===== config.mk =====
export PLATFORM = sky130hd
export DESIGN_NAME = dll_ptr_alloc
export DESIGN_NICKNAME = d
export VERILOG_FILES = /design/src/rtl/dll_pkg.sv /design/src/rtl/dll_ffs.sv /design/src/rtl/dll_ptr_alloc.sv
export SDC_FILE = /design/constraint.sdc
export NUM_CORES = 1
export LEC_CHECK = 0
export BUFFER_PORTS_ARGS = -buffer_cell sky130_fd_sc_hd__buf_2
export CAP_MARGIN = 25
export CELL_PAD_IN_SITES_DETAIL_PLACEMENT = 0
export CELL_PAD_IN_SITES_GLOBAL_PLACEMENT = 1
export CORE_UTILIZATION = 47
export DETAILED_ROUTE_END_ITERATION = 10
export PLACE_DENSITY_LB_ADDON = 0.1
export SYNTH_ARGS = -nofsm -noshare
export SYNTH_HDL_FRONTEND = slang
export SYNTH_SLANG_ARGS = --single-unit

===== constraint.sdc =====
create_clock -name clk -period 6.8 [get_ports clk]
set_clock_uncertainty 0.1 [all_clocks]
set_input_delay 0.68 -clock clk [delete_from_list [all_inputs] [get_ports clk]]
set_output_delay 0.68 -clock clk [all_outputs]
set_load 0.02 [all_outputs]

===== src/rtl/dll_pkg.sv =====
// dll_pkg: shared pointer types and constants for the doubly-linked-list queue engine.
package dll_pkg;
    localparam int PTR_N = 255;
    localparam int PTR_W = $clog2(PTR_N);
    typedef logic [PTR_W-1:0] ptr_t;
    typedef logic [PTR_N-1:0] ptr_d_t;
    typedef logic [PTR_W-1:0] cnt_t;
    localparam ptr_t PTR_NULL = '0;
    localparam ptr_t PTR_FIRST = ptr_t'(1);
    localparam ptr_t PTR_LAST = ptr_t'(PTR_N - 1);
    localparam cnt_t CNT_MAX = cnt_t'(PTR_N - 1);
endpackage


===== src/rtl/dll_ffs.sv =====
// dll_ffs: lowest-set-bit finder built as a log-depth binary tree over a padded vector.
module dll_ffs
    import dll_pkg::*;
#(
    parameter int N = PTR_N,
    parameter int W = $clog2(N)
) (
    input  logic [N-1:0] bits,
    output logic         vld,
    output logic [W-1:0] idx
);
    localparam int P = 1 << W;
    genvar l, i;
    generate
        for (l = 0; l <= W; l++) begin : g_lv
            logic [(P>>l)-1:0] v;
            logic [W-1:0]      x [P>>l];
            for (i = 0; i < (P >> l); i++) begin : g_nd
                if (l == 0) begin : g_leaf
                    if (i < N) begin : g_in
                        assign v[i] = bits[i];
                    end else begin : g_pad
                        assign v[i] = 1'b0;
                    end
                    assign x[i] = W'(i);
                end else begin : g_node
                    // left child wins so the lowest index propagates up
                    assign v[i] = g_lv[l-1].v[2*i] | g_lv[l-1].v[2*i+1];
                    assign x[i] = g_lv[l-1].v[2*i] ? g_lv[l-1].x[2*i] : g_lv[l-1].x[2*i+1];
                end
            end
        end
    endgenerate
    assign vld = g_lv[W].v[0];
    assign idx = g_lv[W].x[0];
endmodule


===== src/rtl/dll_ptr_alloc.sv =====
// dll_ptr_alloc: free-pointer allocator presenting one pre-selected free pointer per cycle.
module dll_ptr_alloc
    import dll_pkg::*;
(
    input  logic clk,
    input  logic rst,
    output logic alloc_vld,
    output ptr_t alloc_ptr,
    input  logic alloc_rdy,
    input  logic free_vld,
    input  ptr_t free_ptr,
    output cnt_t free_cnt,
    output logic err_bad_ptr,
    output logic err_dbl_free
);
    ptr_d_t free_r, free_nxt;
    logic   alloc_vld_r, err_bad_r, err_dbl_r;
    ptr_t   alloc_ptr_r, pick_idx;
    cnt_t   free_cnt_r;
    logic   pick_vld, hs, refill, bad, dbl, legal;

    dll_ffs #(.N(PTR_N), .W(PTR_W)) u_ffs (
        .bits(free_r),
        .vld (pick_vld),
        .idx (pick_idx)
    );

    always_comb begin
        hs = alloc_vld_r & alloc_rdy;
        refill = ~alloc_vld_r | alloc_rdy;
        bad = free_vld & (free_ptr == PTR_NULL || free_ptr > PTR_LAST);
        dbl = free_vld & ~bad & (free_r[free_ptr] | (alloc_vld_r & free_ptr == alloc_ptr_r));
        legal = free_vld & ~bad & ~dbl;
        free_nxt = free_r;
        // picking uses the old bitmap, so a pointer freed now waits one cycle
        if (refill & pick_vld) free_nxt[pick_idx] = 1'b0;
        if (legal) free_nxt[free_ptr] = 1'b1;
    end

    always_ff @(posedge clk) begin
        if (rst) begin
            // bit 0 is the null pointer and is never owned by the pool
            free_r <= ~ptr_d_t'(1);
            alloc_vld_r <= 1'b0;
            alloc_ptr_r <= PTR_NULL;
            free_cnt_r <= CNT_MAX;
            err_bad_r <= 1'b0;
            err_dbl_r <= 1'b0;
        end else begin
            free_r <= free_nxt;
            if (refill) begin
                alloc_vld_r <= pick_vld;
                alloc_ptr_r <= pick_vld ? pick_idx : PTR_NULL;
            end
            free_cnt_r <= free_cnt_r + cnt_t'(legal) - cnt_t'(hs);
            err_bad_r <= err_bad_r | bad;
            err_dbl_r <= err_dbl_r | dbl;
        end
    end

    assign alloc_vld = alloc_vld_r;
    assign alloc_ptr = alloc_ptr_r;
    assign free_cnt = free_cnt_r;
    assign err_bad_ptr = err_bad_r;
    assign err_dbl_free = err_dbl_r;
endmodule

# Word level (Yosys, flattened, before mapping)
# Cells that the tools add are included.
# word_totals
regBits,274
in_bits,12
out_inout_bits,19
elab_cells,553
# op_classes
add_sub_neg,2
n_lt_le_gt_ge,5
eq_ne,1
mux,264
bitwise_logic,271
n_reduce_logical,4
# ops
op,count
two-way mux 8 bit,128
two-way mux 255 bit,2
bitwise OR 1 bit,258
bitwise AND 255 bit,1
inverter 255 bit,1
bitwise OR 255 bit,1
two-way mux 1 bit,131
"< comparator 8 x 9 -> 1 bit, second input constant",2
demux 1 bit (select 8 bit),2
"greater-or-equal comparator 8 x 1 -> 1 bit, second input constant",2
adder 8 x 1 -> 8 bit,1
binary-select mux 1 bit (select 8 bit),1
== test 8 bit,1
"greater-than comparator 8 bit, second input constant",1
logical NOT 8 bit,1
subtractor 8 x 1 -> 8 bit,1
bitwise AND 1 bit,7
inverter 1 bit,3
logical AND 1 bit,2
logical OR 1 bit,1

# Logic depth before layout (Yosys ltp)
# Gate-level depths: netlist of the first run.
# logic_depth
depth_word,17
mapped_depth,23
depth_no_buf,20

# By module
# A second synthesis of the first run with hierarchy kept.
# unflattened
hier_cells,2221
hier_area_um2,16500.8
# modules_own_cells
mod,n_inst,cells_each,area_per_inst_um2,seq_area_each_um2
dll_ptr_alloc,1,1727,13613.1,5485.3
dll_ffs,1,494,2887.8,0.0

# Least setup slack after synthesis of the first run
# No wires, ideal clock.
# synth_path
kind,input -> register
from,input port free_ptr[0]
to,"register free_cnt_r[7], in the netlist free_cnt[7]"
setup_ns,0.117
t_arrival_ns,4.721
required_ns,6.583
path_slack_ns,1.862
cell_stages,21
path_buffers,3
cell_sequence,buf_2 buf_2 buf_1 mux4_2 mux4_2 mux2i_1 o22ai_1 a21oi_1 nand2_1 ha_1 inv_1 ha_1 a21o_1 a21oi_1 nor2_1 o21a_1 o21ai_0 nand2b_1 a21oi_1 xnor2_1 nand2b_1
# synth_between
elab_chain_cells,10
elab_cells_between_ends,16
classes_between,2 x add/sub; 1 x order compare; 1 x eq/ne; 2 x mux; 8 x bitwise; 2 x reduce/logical
# synth_lines
item,line,text
start: declaration,dll_ptr_alloc.sv:11,"input ptr_t free_ptr,"
"parallel branches: the longest is 7 deep, another holds binary-select mux 1 bit (select 8 bit)",-,
bitwise AND 1 bit (*),dll_ptr_alloc.sv:33,legal = free_vld & ~bad & ~dbl;
adder 8 x 1 -> 8 bit (*),dll_ptr_alloc.sv:55,free_cnt_r <= free_cnt_r + cnt_t'(legal) - cnt_t'(hs);
subtractor 8 x 1 -> 8 bit (*),dll_ptr_alloc.sv:55,
end signal: assignment,dll_ptr_alloc.sv:55,
end: declaration,dll_ptr_alloc.sv:19,cnt_t free_cnt_r;
# Mark *: on every way between the ends. The select of a mux whose other input is x is not followed.
# A chain may end at the register's enable or synchronous reset.

# Worst setup path in the final report of the first run
# layout_path
from,register free_r[140]
to,register free_r[80]
# layout_between
elab_chain_cells,17
elab_cells_between_ends,33
classes_between,2 x order compare; 14 x mux; 16 x bitwise; 1 x reduce/logical
# layout_lines
item,line,text
start: declaration,dll_ptr_alloc.sv:16,"ptr_d_t free_r, free_nxt;"
start signal: assignment,dll_ptr_alloc.sv:43,free_r <= ~ptr_d_t'(1);
start signal: assignment,dll_ptr_alloc.sv:50,free_r <= free_nxt;
two-way mux 1 bit / bitwise OR 1 bit (equally long branches),"dll_ffs.sv:29, dll_ffs.sv:28",
two-way mux 8 bit / bitwise OR 1 bit (equally long branches) (5 in a row),"dll_ffs.sv:29, dll_ffs.sv:28",
two-way mux 8 bit (2 in a row),dll_ffs.sv:29,assign x[i] = g_lv[l-1].v[2*i] ? g_lv[l-1].x[2*i] : g_lv[l-1].x[2*i+1];
< comparator 8 x 9 -> 1 bit (implied by the code) / greater-or-equal comparator 8 x 1 -> 1 bit (equally long branches),dll_ptr_alloc.sv:36,if (refill & pick_vld) free_nxt[pick_idx] = 1'b0;
logical AND 1 bit (implied by the code),dll_ptr_alloc.sv:36,
two-way mux 1 bit (implied by the code),dll_ptr_alloc.sv:36,
demux 1 bit (select 8 bit),dll_ptr_alloc.sv:36,
inverter 255 bit (no source line),-,
bitwise AND 255 bit (no source line),-,
two-way mux 255 bit,dll_ptr_alloc.sv:36,
bitwise OR 255 bit (no source line),-,
two-way mux 255 bit (*),dll_ptr_alloc.sv:37,if (legal) free_nxt[free_ptr] = 1'b1;
# Mark *: on every way between the ends. The rest lies on a longest branch, timed or not. The select of a mux whose other input is x is not followed.

==> results of run 1 <==
## report_power, final
group          internal (W)  switching [W]
clock               0.00118       0.000758
sequential          0.00163      0.0000199
combinational      0.000140       0.000333
## logic make-up (layout without fill, tap and decap cells)
family	after synthesis	after routing	share of synthesized area, %
other	0	1	0
buffers and inverters	229	207	6.288
XOR/XNOR	13	13	0.6820
adder cells (fa/ha/maj)	9	9	0.7195
AND/OR/NAND/NOR	676	676	23.16
flip-flops	274	274	32.86
AO/OA/AOI/OAI	513	513	25.77
multiplexers	84	84	10.53
## worst min-delay path, cell delays in order
cell     delay (ns)
buf_2          0.11
a21oi_1        0.06
nor2_1         0.07
## routing by layer
layer	vias to the layer above	GRT usage, %	part of all wire [%]
li1	7185	-	-
met5	-	0	0
met3	187	6.570	11
met2	1120	54.78	43
met1	8269	52.19	41
met4	0	17.94	4.8
## worst max-delay path by stage
stage	startpoint	slack, ns	cells after the start	end
6_report	free_r[140]$_SDFF_PP1_	1.46	9	free_r[80]$_SDFF_PP1_
5_1_grt	free_r[140]$_SDFF_PP1_	1.28	9	free_r[225]$_SDFF_PP1_
4_1_cts	free_ptr[0]	1.56	21	free_cnt[7]$_SDFF_PP1_
3_5_place_dp	free_ptr[0]	0.99	21	free_cnt[7]$_SDFF_PP1_
3_3_place_gp	free_ptr[0]	1.05	21	free_cnt[7]$_SDFF_PP1_
2_1_floorplan	free_ptr[0]	1.86	21	free_cnt[7]$_SDFF_PP1_
## cell type report
type	count	share of cell area, %
multi-input combinational	1295	56.07
inverter	69	1.410
antenna	1	0.01362
clock buffer	48	5.645
clock inverter	10	0.7286
sequential	274	29.85
tap	455	3.098
timing repair buffer	80	3.180
## metrics by stage
stage	setup WS [ns]	power (W)
6_report	1.462	0.004053
5_1_grt	1.283	0.004155
4_1_cts	1.562	0.004056
3_5_place_dp	0.9912	0.002142
3_3_place_gp	1.052	0.002139
2_1_floorplan	1.862	0.001996
## sequential cells by signal (all words and copies together) (netlist names)
name / cells
alloc_ptr: 8
alloc_vld: 1
err_bad_ptr: 1
err_dbl_free: 1
free_cnt: 8
free_r: 255
## cell usage in the layout (no fill, tap or decap), types with 27 or more instances in the layout
| cell type | netlist | final |
|---|---|---|
| a221o_1 | 242 | 242 |
| buf_4 | 3 | 49 |
| buf_2 | 62 | 27 |
| nand2_1 | 57 | 57 |
| nor2_1 | 110 | 101 |
| mux4_2 | 73 | 73 |
| clkbuf_16 | 0 | 37 |
| nor4_1 | 67 | 65 |
| nand3_1 | 192 | 192 |
| o21ai_0 | 38 | 38 |
| inv_1 | 67 | 67 |
| nand4_1 | 69 | 69 |
| a21oi_1 | 79 | 79 |
| dfxtp_1 | 274 | 274 |
==> run metrics, run 1 <==
Layout Cells excl Fill 2,232; Fin Hold WS 0.3156 ns; internal reg-to-reg setup slack 1.46 ns; # DRC 0; fin area 18,370 µm²; Worst Hold Class input pin to flop; clk root buf clkbuf_16; CP startpoint kind flop; GRT overflow 0; Cell Area, Synth 16,690 µm²; area grow syn2layout 10.06%; number of nets in the layout 1,775; post-DR wirelength/cell 30.29 µm; status completed; initial DRC count 2,070; Worst-path clk slew 0.06 ns; core area 34,710 µm²; via count 16,760; 1st-pass router iterations 6; Worst VDD drop 202.2 µV; Yosys top cell by area dfxtp_1; Core Util, Final 52.93%; antenna violations before repair 1; Worst Hold End err_bad_ptr$_SDFF_PP0_; H-tree depth 2; Clock Sinks 274; sequential-to-total area share from yosys stat 32.86%; CTS tree done; Crit path buffers/inverters 1; worst skew pair latency 0.55 ns; synthesized area per cell 9.285 µm²; Seq cells post-synth 274; vias in the first global route 15,210; Final Critical Period 5.338 ns; final WL 67.62 mm; gp weighted congestion 0.9675; Post-synth top cells 274 x dfxtp_1, 242 x a221o_1, 192 x nand3_1; post-synth top area share 32.86%; max cap viols 0; RSZ-0062 raised after global routing no; post-DR vias/cell 7.509; count leader, synth dfxtp_1; multi-input logic area 10,300 µm²; crit share post-route 78.51%; Ys Warns 0; Critical Path Max Stage Delay 0.89 ns; worst hold path depth 3; # IOs 31; width of the chip 190.5 µm; Worst Tran Pin Value 1.115 ns; hold_sp free_vld; DP Wirelength 43.34 mm; asr flop ratio synth 0%; EDFF count, synth 0; Reg-to-Reg Start free_r[140]$_SDFF_PP1_; dominant cells by area after synthesis dfxtp_1 33%, a221o_1 15%, mux4_2 9.8%; Mapped Cells 1,798; largest net degree at the start of global routing 137; Rows 68; Die Y 190.5 µm; critical path's slowest cell a21oi_4; WS Path Type flop to flop; Data arrival, critical path 5.67 ns; cts hold-fix bufs 0; Yosys cell types 89; Port-buffer cells 30; crit-path cells or4_1 -> nor4_2 -> nand4_1 -> a211oi_1 -> o221ai_1 -> a21oi_4 -> buf_4 -> nand4_1 -> a221o_1; Die Footprint 36,280 µm²; DRT antenna net count 0; Pleak 5.823 nW; Max transition margin 25.46%; Critical Path Most Common Cell nand4_1; initial cell density of the core 48.09%; Crit. End Element flop; Total GRT Usage 37.14%; dpl cells 2,172; worst reg-to-reg path cell count 9; # fillers 3,184; CP max FO 19; top_reg_cell synth dfxtp_1; endpoints failing setup 0; max-slew violation count 0; FMAX 187.3 MHz; FF-to-FF End free_r[80]$_SDFF_PP1_; first-pass GRT wire length 100.7 mm; final hold violations 0; Critical Path RT 7.13 ns; CTS buffer count 34; Pwr Density 220.6 nW/µm²; Placement Cell Area 17,170 µm²; Mapped Nets 1,819; setup TNS 0 ns; post-CTS setup buffers 0; Post-CTS Resized 0; register area 5485 µm²; clock buffer depth 3; share of cells above drive strength 1 16.39%; CP delay by family, top compound AO/OA/AOI/OAI gates
Note: power is estimated with default switching activity, not from simulation.
==> run 2, diff against run 1 <==
- CORE_UTILIZATION: 47 -> 45
- clock period: 6.8 -> 4.7 ns (I/O delays scaled with it)
==> run 2 against run 1 <==
Effect of this change: combinational power is 54% higher; clock power is 37% higher; register-to-register slack worse by 1.2 ns; worst setup slack worse by 1.2 ns; final cell count is 3.3% higher; sequential share of layout area is 0.83 points lower; non-clock buffer count is 61 higher; highest routed layer unchanged.
==> run metrics, run 2 (same netlist as run 1, synthesis figures left out) <==
status completed; final WL 69.46 mm (+2.7%); area grow syn2layout 13.20%; Worst-path clk slew 0.06 ns (about the same); share of cells above drive strength 1 19.11% (+2.7 points); Worst Tran Pin Value 1.031 ns (-0.08430 ns); Placement Cell Area 17,780 µm² (+3.5%); worst reg-to-reg path cell count 9 (unchanged); endpoints failing setup 0 (unchanged); Post-CTS Resized 0 (unchanged); post-DR vias/cell 7.262 (-3.3%); setup TNS 0 ns (unchanged); clock buffer depth 3 (unchanged); core area 36,520 µm² (+5.2%); fin area 18,900 µm² (+2.9%); max cap viols 0 (unchanged); DRT antenna net count 0 (unchanged); Worst Hold Class input pin to flop; CTS buffer count 31 (-8.8%); number of nets in the layout 1,833 (+3.3%); cts hold-fix bufs 0 (unchanged); # IOs 31 (unchanged); Max transition margin 31.10% (+5.6 points); routed wl met2 29.26 mm (about the same); FMAX 223.3 MHz (+19%); initial cell density of the core 45.71% (-2.4 points); Pleak 6.150 nW (+5.6%); DP Wirelength 46.05 mm (+6.2%); gp weighted congestion 0.9679 (about the same); post-CTS setup buffers 0 (unchanged); Crit. End Element flop; Design Power 0.005762 W (+42%); Final Critical Period 4.478 ns (-0.8601 ns); CP max FO 12 (-7); initial DRC count 1,964 (-5.1%); Pwr Density 304.9 nW/µm² (+38%); RSZ-0062 raised after global routing no; Die Footprint 37,870 µm² (+4.4%); Core Util, Final 51.74% (-1.2 points); max-slew violation count 0 (unchanged); Critical Path RT 5.08 ns (-2.05 ns); via count 16,740 (-0.13%); first-pass GRT wire length 104.0 mm (+3.3%); Worst VDD drop 271.4 µV (+34%); multi-input logic area 10,290 µm² (about the same); final hold violations 0 (unchanged); Die Y 194.6 µm (+2.2%); register area 5485 µm² (unchanged); Biggest register free_r; max reg flops 255 (unchanged); CP startpoint kind flop; # fillers 3,341 (+4.9%); worst skew pair latency 0.61 ns (+0.06 ns); GRT overflow 0 (unchanged); WL met1 29.05 mm (+5.0%); 1st-pass router iterations 6 (unchanged); Inserted Diodes 0 (-1); post-DR wirelength/cell 30.14 µm (-0.53%); CTS tree done; # DRC 0 (unchanged); worst hold path depth 3 (unchanged); clk root buf clkbuf_16; largest net degree at the start of global routing 155 (+13%); commonest non-fill, non-tap cell in the layout dfxtp_1; crit share post-route 95.28% (+17 points); Port-buffer cells 30 (unchanged); antenna violations before repair 0 (-1); Total GRT Usage 36.13% (-1.0 points); H-tree depth 1 (-1); Data arrival, critical path 4.85 ns (-0.82 ns); Clock Sinks 274 (unchanged); most frequent cells in the layout 274 x dfxtp_1, 242 x a221o_1, 192 x nand3_1; vias in the first global route 15,600 (+2.6%); width of the chip 194.6 µm (+2.2%); WS Path Type flop to flop; Max Used Layer met4; Rows 70 (+2.9%); WL met3 7.663 mm (+3.5%); Fin Hold WS 0.07473 ns (-0.2408 ns)
[run 2: changes by cell type in the layout (fill, tap and decap cells not counted), moves of 3 or more]
cell,change
nor4_2,+3
buf_12,+11
clkbuf_16,-6
buf_4,+51
nor4_4,-3
clkbuf_8,+5
[run 2: worst paths after layout]
check	start	end	slack, ns
setup / recovery	free_r[140]$_SDFF_PP1_	free_r[231]$_SDFF_PP1_	0.22
setup reg to reg	free_r[140]$_SDFF_PP1_	free_r[231]$_SDFF_PP1_	0.22
hold reg to reg	err_bad_ptr$_SDFF_PP0_	err_bad_ptr$_SDFF_PP0_	0.37
hold / removal	free_vld	err_bad_ptr$_SDFF_PP0_	0.07
[run 2: report_power, final]
part	total, W	leakage (nW)	switching (W)	internal, W
clock network	0.00265	0.551	0.00104	0.00161
registers	0.00238	2.22	0.0000268	0.00235
logic	0.000728	3.38	0.000489	0.000239
total	0.00576	6.15	0.00156	0.00420
[run 2: area by class of cell]
class                   count  share of cell area [%]
clock buffers              48                   5.078
clock inverters            10                  0.8276
inverters                  69                   1.370
repair buffers            141                   6.137
well taps                 468                   3.099
multi-input cells        1295                   54.46
flip-flops and latches    274                   29.03
[run 2: per-stage QoR]
step,std cells,setup WS (ns)
global route,2305,0.1949
finish,2305,0.2217
CTS,2305,0.3419
floorplan,1798,0.05643
global placement,2247,-0.05563
detailed placement,2247,-0.1008
[run 2: worst max-delay path: stages (launching register included)]
cell       delay, ns
dfxtp_1         0.36
or4_1           0.59
nor4_2          0.59
nand4_1         0.50
o2111ai_4       0.50
nand4_2         0.30
nor3_2          0.60
buf_4           0.36
nand3_1         0.10
a221o_1         0.36
[run 2: layer usage]
layer	up-vias	GRT usage, %
met5	-	0.7663
met4	0	16.14
met3	206	7.583
met2	989	51.97
met1	8222	51.57
li1	7323	-
